===== src/rtl/super_alu_seq.sv =====
// Sequenced expression unit: (n1 op1 n2) op2 (n3 op3 n4) computed over three cycles
// on one shared 16-bit ALU, with valid/ready handshakes on both sides.
module super_alu_seq #(
  parameter int unsigned CNT_W = 16
) (
  input  logic             clk,
  input  logic             rst,
  input  logic [40:0]      in,
  input  logic             in_valid,
  output logic             in_ready,
  output logic [15:0]      out,
  output logic             out_valid,
  input  logic             out_ready,
  output logic             err,
  output logic             busy,
  output logic [CNT_W-1:0] done_cnt
);

  typedef enum logic [2:0] {StIdle, StS1, StS2, StS3, StDone} state_e;

  function automatic logic [15:0] alu(input logic [2:0] op, input logic [15:0] a,
                                      input logic [15:0] b);
    logic [15:0] res;
    logic [15:0] p;
    logic [15:0] sq;
    logic [15:0] root;
    logic [15:0] trial;
    logic [3:0]  e;
    res   = '0;
    p     = 16'd1;
    sq    = a;
    root  = '0;
    trial = '0;
    e     = '0;
    case (op)
      3'b000:          res = a + b;
      3'b001, 3'b011:  res = a - b;
      3'b010:          res = a * b;
      3'b100: begin
        // Square-and-multiply over a 4-bit exponent; wrap is harmless mod 2^16
        e = (b != 16'd0 && b <= 16'd12) ? b[3:0] : 4'd13;
        for (int i = 0; i < 4; i++) begin
          if (e[i]) p = p * sq;
          sq = sq * sq;
        end
        res = p;
      end
      3'b101: begin
        if (a[15])            res = '0;
        else if (a == 16'd0)  res = 16'hFFFF;
        else begin
          for (int i = 0; i < 15; i++) begin
            if (a[i]) res = 16'(i);
          end
        end
      end
      3'b110: begin
        if (!a[15]) begin
          for (int i = 7; i >= 0; i--) begin
            trial = root | (16'd1 << i);
            if (trial * trial <= a) root = trial;
          end
        end
        res = root;
      end
      default:         res = '0;
    endcase
    return res;
  endfunction

  state_e            state_q, state_d;
  logic [2:0]        op1_q, op1_d, op2_q, op2_d, op3_q, op3_d;
  logic [15:0]       n1_q, n1_d, n2_q, n2_d, n3_q, n3_d, n4_q, n4_d;
  logic [15:0]       r1_q, r1_d, r2_q, r2_d, out_q, out_d;
  logic              out_valid_q, out_valid_d, err_q, err_d;
  logic [CNT_W-1:0]  done_cnt_q, done_cnt_d;

  logic [2:0]  alu_op;
  logic [15:0] alu_a, alu_b, alu_res;
  logic        accept;

  assign in_ready  = (state_q == StIdle) || (state_q == StDone && out_ready);
  assign accept    = in_valid && in_ready;
  assign out       = out_q;
  assign out_valid = out_valid_q;
  assign err       = err_q;
  assign busy      = (state_q != StIdle);
  assign done_cnt  = done_cnt_q;

  always_comb begin
    alu_op = op1_q;
    alu_a  = n1_q;
    alu_b  = n2_q;
    case (state_q)
      StS2: begin
        alu_op = op3_q;
        alu_a  = n3_q;
        alu_b  = n4_q;
      end
      StS3: begin
        alu_op = op2_q;
        alu_a  = r1_q;
        alu_b  = r2_q;
      end
      default: ;
    endcase
    alu_res = alu(alu_op, alu_a, alu_b);
  end

  always_comb begin
    state_d     = state_q;
    op1_d       = op1_q;
    op2_d       = op2_q;
    op3_d       = op3_q;
    n1_d        = n1_q;
    n2_d        = n2_q;
    n3_d        = n3_q;
    n4_d        = n4_q;
    r1_d        = r1_q;
    r2_d        = r2_q;
    out_d       = out_q;
    out_valid_d = out_valid_q;
    err_d       = err_q;
    done_cnt_d  = done_cnt_q;

    case (state_q)
      StIdle: if (accept) state_d = StS1;
      StS1: begin
        r1_d    = alu_res;
        err_d   = err_q | (alu_op == 3'b111);
        state_d = StS2;
      end
      StS2: begin
        r2_d    = alu_res;
        err_d   = err_q | (alu_op == 3'b111);
        state_d = StS3;
      end
      StS3: begin
        out_d       = alu_res;
        out_valid_d = 1'b1;
        err_d       = err_q | (alu_op == 3'b111);
        state_d     = StDone;
      end
      StDone: begin
        if (out_ready) begin
          out_valid_d = 1'b0;
          done_cnt_d  = done_cnt_q + 1'b1;
          state_d     = in_valid ? StS1 : StIdle;
        end
      end
      default: state_d = StIdle;
    endcase

    if (accept) begin
      op1_d = in[40:38];
      op2_d = in[37:35];
      op3_d = in[34:32];
      n1_d  = {{8{in[31]}}, in[31:24]};
      n2_d  = {{8{in[23]}}, in[23:16]};
      n3_d  = {{8{in[15]}}, in[15:8]};
      n4_d  = {{8{in[7]}},  in[7:0]};
      err_d = 1'b0;
    end
  end

  always_ff @(posedge clk) begin
    if (rst) begin
      state_q     <= StIdle;
      op1_q       <= '0;
      op2_q       <= '0;
      op3_q       <= '0;
      n1_q        <= '0;
      n2_q        <= '0;
      n3_q        <= '0;
      n4_q        <= '0;
      r1_q        <= '0;
      r2_q        <= '0;
      out_q       <= '0;
      out_valid_q <= 1'b0;
      err_q       <= 1'b0;
      done_cnt_q  <= '0;
    end else begin
      state_q     <= state_d;
      op1_q       <= op1_d;
      op2_q       <= op2_d;
      op3_q       <= op3_d;
      n1_q        <= n1_d;
      n2_q        <= n2_d;
      n3_q        <= n3_d;
      n4_q        <= n4_d;
      r1_q        <= r1_d;
      r2_q        <= r2_d;
      out_q       <= out_d;
      out_valid_q <= out_valid_d;
      err_q       <= err_d;
      done_cnt_q  <= done_cnt_d;
    end
  end

endmodule


===== config.mk =====
export PLATFORM = sky130hd
export DESIGN_NAME = super_alu_seq
export DESIGN_NICKNAME = d
export VERILOG_FILES = /design/src/rtl/super_alu_seq.sv
export SDC_FILE = /design/constraint.sdc
export NUM_CORES = 2
export LEC_CHECK = 0
export BUFFER_PORTS_ARGS = -buffer_cell sky130_fd_sc_hd__buf_2
export CELL_PAD_IN_SITES_DETAIL_PLACEMENT = 0
export CELL_PAD_IN_SITES_GLOBAL_PLACEMENT = 1
export CORE_ASPECT_RATIO = 1.25
export CORE_MARGIN = 2
export CORE_UTILIZATION = 51
export CTS_BUF_LIST = sky130_fd_sc_hd__clkbuf_8 sky130_fd_sc_hd__clkbuf_16
export DETAILED_ROUTE_END_ITERATION = 12
export GPL_TIMING_DRIVEN = 0
export PLACE_DENSITY_LB_ADDON = 0.1
export SYNTH_ARGS = -nofsm -noshare
export SYNTH_HDL_FRONTEND = slang
export SYNTH_SLANG_ARGS = --single-unit

===== constraint.sdc =====
create_clock -name clk -period 37.9 [get_ports clk]
set_input_delay 0 -clock clk [delete_from_list [all_inputs] [get_ports clk]]
set_output_delay 0 -clock clk [all_outputs]
set_load 0.02 [all_outputs]

==> run_results.csv <==
group,metric,value,unit
setup_path,crit_path_end,"r2_q[0]$_SDFFE_PP0N_",
setup_path,rr_endpoint,"r2_q[0]$_SDFFE_PP0N_",
placed_design,routabilityCongestion,0.957,
sta,final-setup-viol-count,0,
sta,slew_headroom,6.37,%
grt,grt_pass1_vias,28000,
sta,period_share,91.5,%
logic_synthesis,synthTopCellsByCount,"753 x inv_1, 529 x ha_1, 440 x fa_1",
logic_synthesis,synth_top_area_share,27.3,%
route,wl_per_cell,20.3,um
setup_path,ff2ff_path_depth,136,
logic_synthesis,netlist_area,32200,um2
route,remaining_drc_errors,0,
sta,fin_skew,0.0129,ns
floorplan,rows,103,
clocking,cts_tree,"built",
logic_synthesis,yosysMostFrequentCell,"inv_1",
setup_path,critPathLaunchType,"flip-flop",
job,maxCapViolCount,0,
setup_path,r2r-start,"state_q[1]$_SDFFE_PP0P_",
clocking,cts_buffers,9,
floorplan,ioPinCount,81,
clocking,clkSinkCount,110,
finish,syn2layout_area_growth,7.59,%
setup_path,cp.required,38.22,ns
setup_path,end_kind,"flip-flop",
finish,antennaDiodeCount,0,
floorplan,die_h,285,um
grt,grt.overflow.total,0,
clocking,cts_resized,0,
clocking,clk_pin_slew,0.08,ns
placed_design,io_buffers,80,
setup_path,worstPathArrival,35.02,ns
logic_synthesis,synth_area_leaders,"fa_1 27%, ha_1 21%, inv_1 8.8%",
sta,setup_tns,0,ns
route,drtPass1Iterations,5,
clocking,cts-htree-levels,3,
setup_path,worstPathMaxFanout,14,
setup_path,cpMostUsedCell,"ha_1",
grt,grt_max_degree,21,
logic_synthesis,ys_seq_area_share,6.83,%
setup_path,crit_slowest_cell,"a21oi_1",
logic_synthesis,synthCells,3942,
route,via_per_inst,5.43,
sta,timing.fmax,28.8,MHz
grt,antenna_found_initial,0,
logic_synthesis,synth.avg_cell_area,8.18,um2
grt,grt_usage,31.6,%
setup_path,max_stage_delay,0.94,ns
placed_design,dp_hpwl,83600,um
setup_path,ff2ff_setup_slack,3.21,ns
sta,period_needed,34.69,ns
route,drt_iter0_markers,1515,
route,postRouteAntennaNets,0,
route,wl,101000,um
logic_synthesis,yosysTopAreaCell,"fa_1",
logic_synthesis,synth_edf_count,0,
logic_synthesis,yosysWarnings,0,
logic_synthesis,synthFlopType,"dfxtp_1",
sta,drv_slew,0,
floorplan,core,62900,um2
grt,grt_pass1_wl,159000,um
sta,tightest_slew,1.40,ns
route,vias,27000,
run_status,outcome,"completed",
finish,drive_above_1_share,4.29,%
finish,nets,5136,
sta,rsz0062_at_grt,"no",
floorplan,dieArea,65200,um2
setup_path,worstSetupStartpoint,"state_q[1]$_SDFFE_PP0P_",
floorplan,die_x,229,um
clocking,clock_latency,0.38,ns
floorplan,start_util,51.3,%
hold_path,hp-class,"in -> reg",
setup_path,crit_type,"reg -> reg",
logic_synthesis,synth.distinct_cells,88,
clocking,clk_path_buf_depth,2,
clocking,cts_root_buffer,"clkbuf_16",
logic_synthesis,async_flop_share,0,%
logic_synthesis,ys_ff_latch,110,
sta,hold_violations,0,
[through the flow]
stage	setup slack, ns	area (um2)	cells	hold WS [ns]	util (%)
final	3.21	34700	4967	0.0353	55.1
after global routing	0.878	34700	4967	0.0589	55.1
after CTS	3.14	34700	4967	0.0354	55.1
after detailed placement	3.25	33900	4909	0.246	53.9
after global placement	0.454	33800	4902	0.245	53.8
after floorplan	8.28	32400	3982	0.136	-
[registers in the layout (all words and copies together), names as in the netlist]
register and cells:
done_cnt 16, err 1, n1_q 8, n2_q 8, n3_q 8, n4_q 8
op1_q 3, op2_q 3, op3_q 3, out 16, out_valid 1, r1_q 16
r2_q 16, state_q 3
[cell type report]
type | instances | area [um2]
fillers | 6276 | 28200
multi-input cells | 2976 | 26800
inverters | 763 | 2860
flip-flops and latches | 110 | 2200
well taps | 840 | 1050
repair buffers | 129 | 887
plain buffers | 133 | 549
clock buffers | 9 | 225
clock inverters | 7 | 115
[cell families (layout without fill, tap and decap cells)]
family,count (synthesis),count (layout),share of synthesized area (%)
and+or+nand+nor,1111,1111,14.9
adders and majority gates,969,969,47.9
buffers and inverters,896,1041,10.6
AOI/OAI and AO/OA,544,544,10.7
xor gates and xnor gates,273,273,7.81
DFF,110,110,6.83
muxes,37,37,1.28
other,2,42,0.0233
[worst max-delay path: cells and delay by family (launching register included)]
kind                     cells  cell delay [ns]
buffers and inverters       27             4.41
adder cells (fa/ha/maj)     40            13.58
AND/OR/NAND/NOR             26             4.83
flip-flops                   1             0.33
XOR/XNOR                     8             1.19
AO/OA/AOI/OAI               35            10.19
[placed cells by master, fill, tap and decap left out, types with 33 or more instances in the layout]
| cell type | n |
|---|---|
| conb_1 | 42 |
| buf_2 | 89 |
| nand2_1 | 419 |
| nand2b_1 | 37 |
| and2_1 | 33 |
| nand3_1 | 37 |
| dfxtp_1 | 110 |
| ha_1 | 529 |
| dlygate4sd3_1 | 42 |
| xor2_1 | 77 |
| clkbuf_1 | 101 |
| a21o_1 | 55 |
| nor3_1 | 51 |
| a211oi_1 | 53 |
| inv_1 | 753 |
| nor2_1 | 420 |
| a21oi_1 | 190 |
| xnor2_1 | 186 |
| fa_1 | 440 |
| o21ai_0 | 98 |
[worst min path at each step]
stage,cells after the start,to,startpoint,slack (ns)
2_1_floorplan,2,n3_q[7]$_SDFFE_PP0P_,in[15],0.14
3_3_place_gp,3,n4_q[2]$_SDFFE_PP0P_,in[2],0.25
3_5_place_dp,3,n4_q[0]$_SDFFE_PP0P_,in[0],0.25
4_1_cts,3,state_q[2]$_SDFFE_PP0P_,out_ready,0.04
5_1_grt,3,state_q[2]$_SDFFE_PP0P_,out_ready,0.06
6_report,3,state_q[2]$_SDFFE_PP0P_,out_ready,0.04
[repair_timing]
item	4_1_cts	5_1_grt
hold endpoints to repair	42	0
hold buffers	42	0
setup buffers	0	0
[layer usage]
| layer | up-vias | global-route usage [%] | routed length [um] |
|---|---|---|---|
| met5 | - | 0 | 0 |
| met4 | 0 | 12.4 | 4450 |
| met3 | 200 | 2.98 | 5150 |
| met2 | 781 | 58.0 | 51000 |
| met1 | 13100 | 38.2 | 40200 |
| li1 | 12900 | - | - |
Power is not shown: default switching activity piles up to over one toggle a cycle in this logic, so the estimate is an artifact.
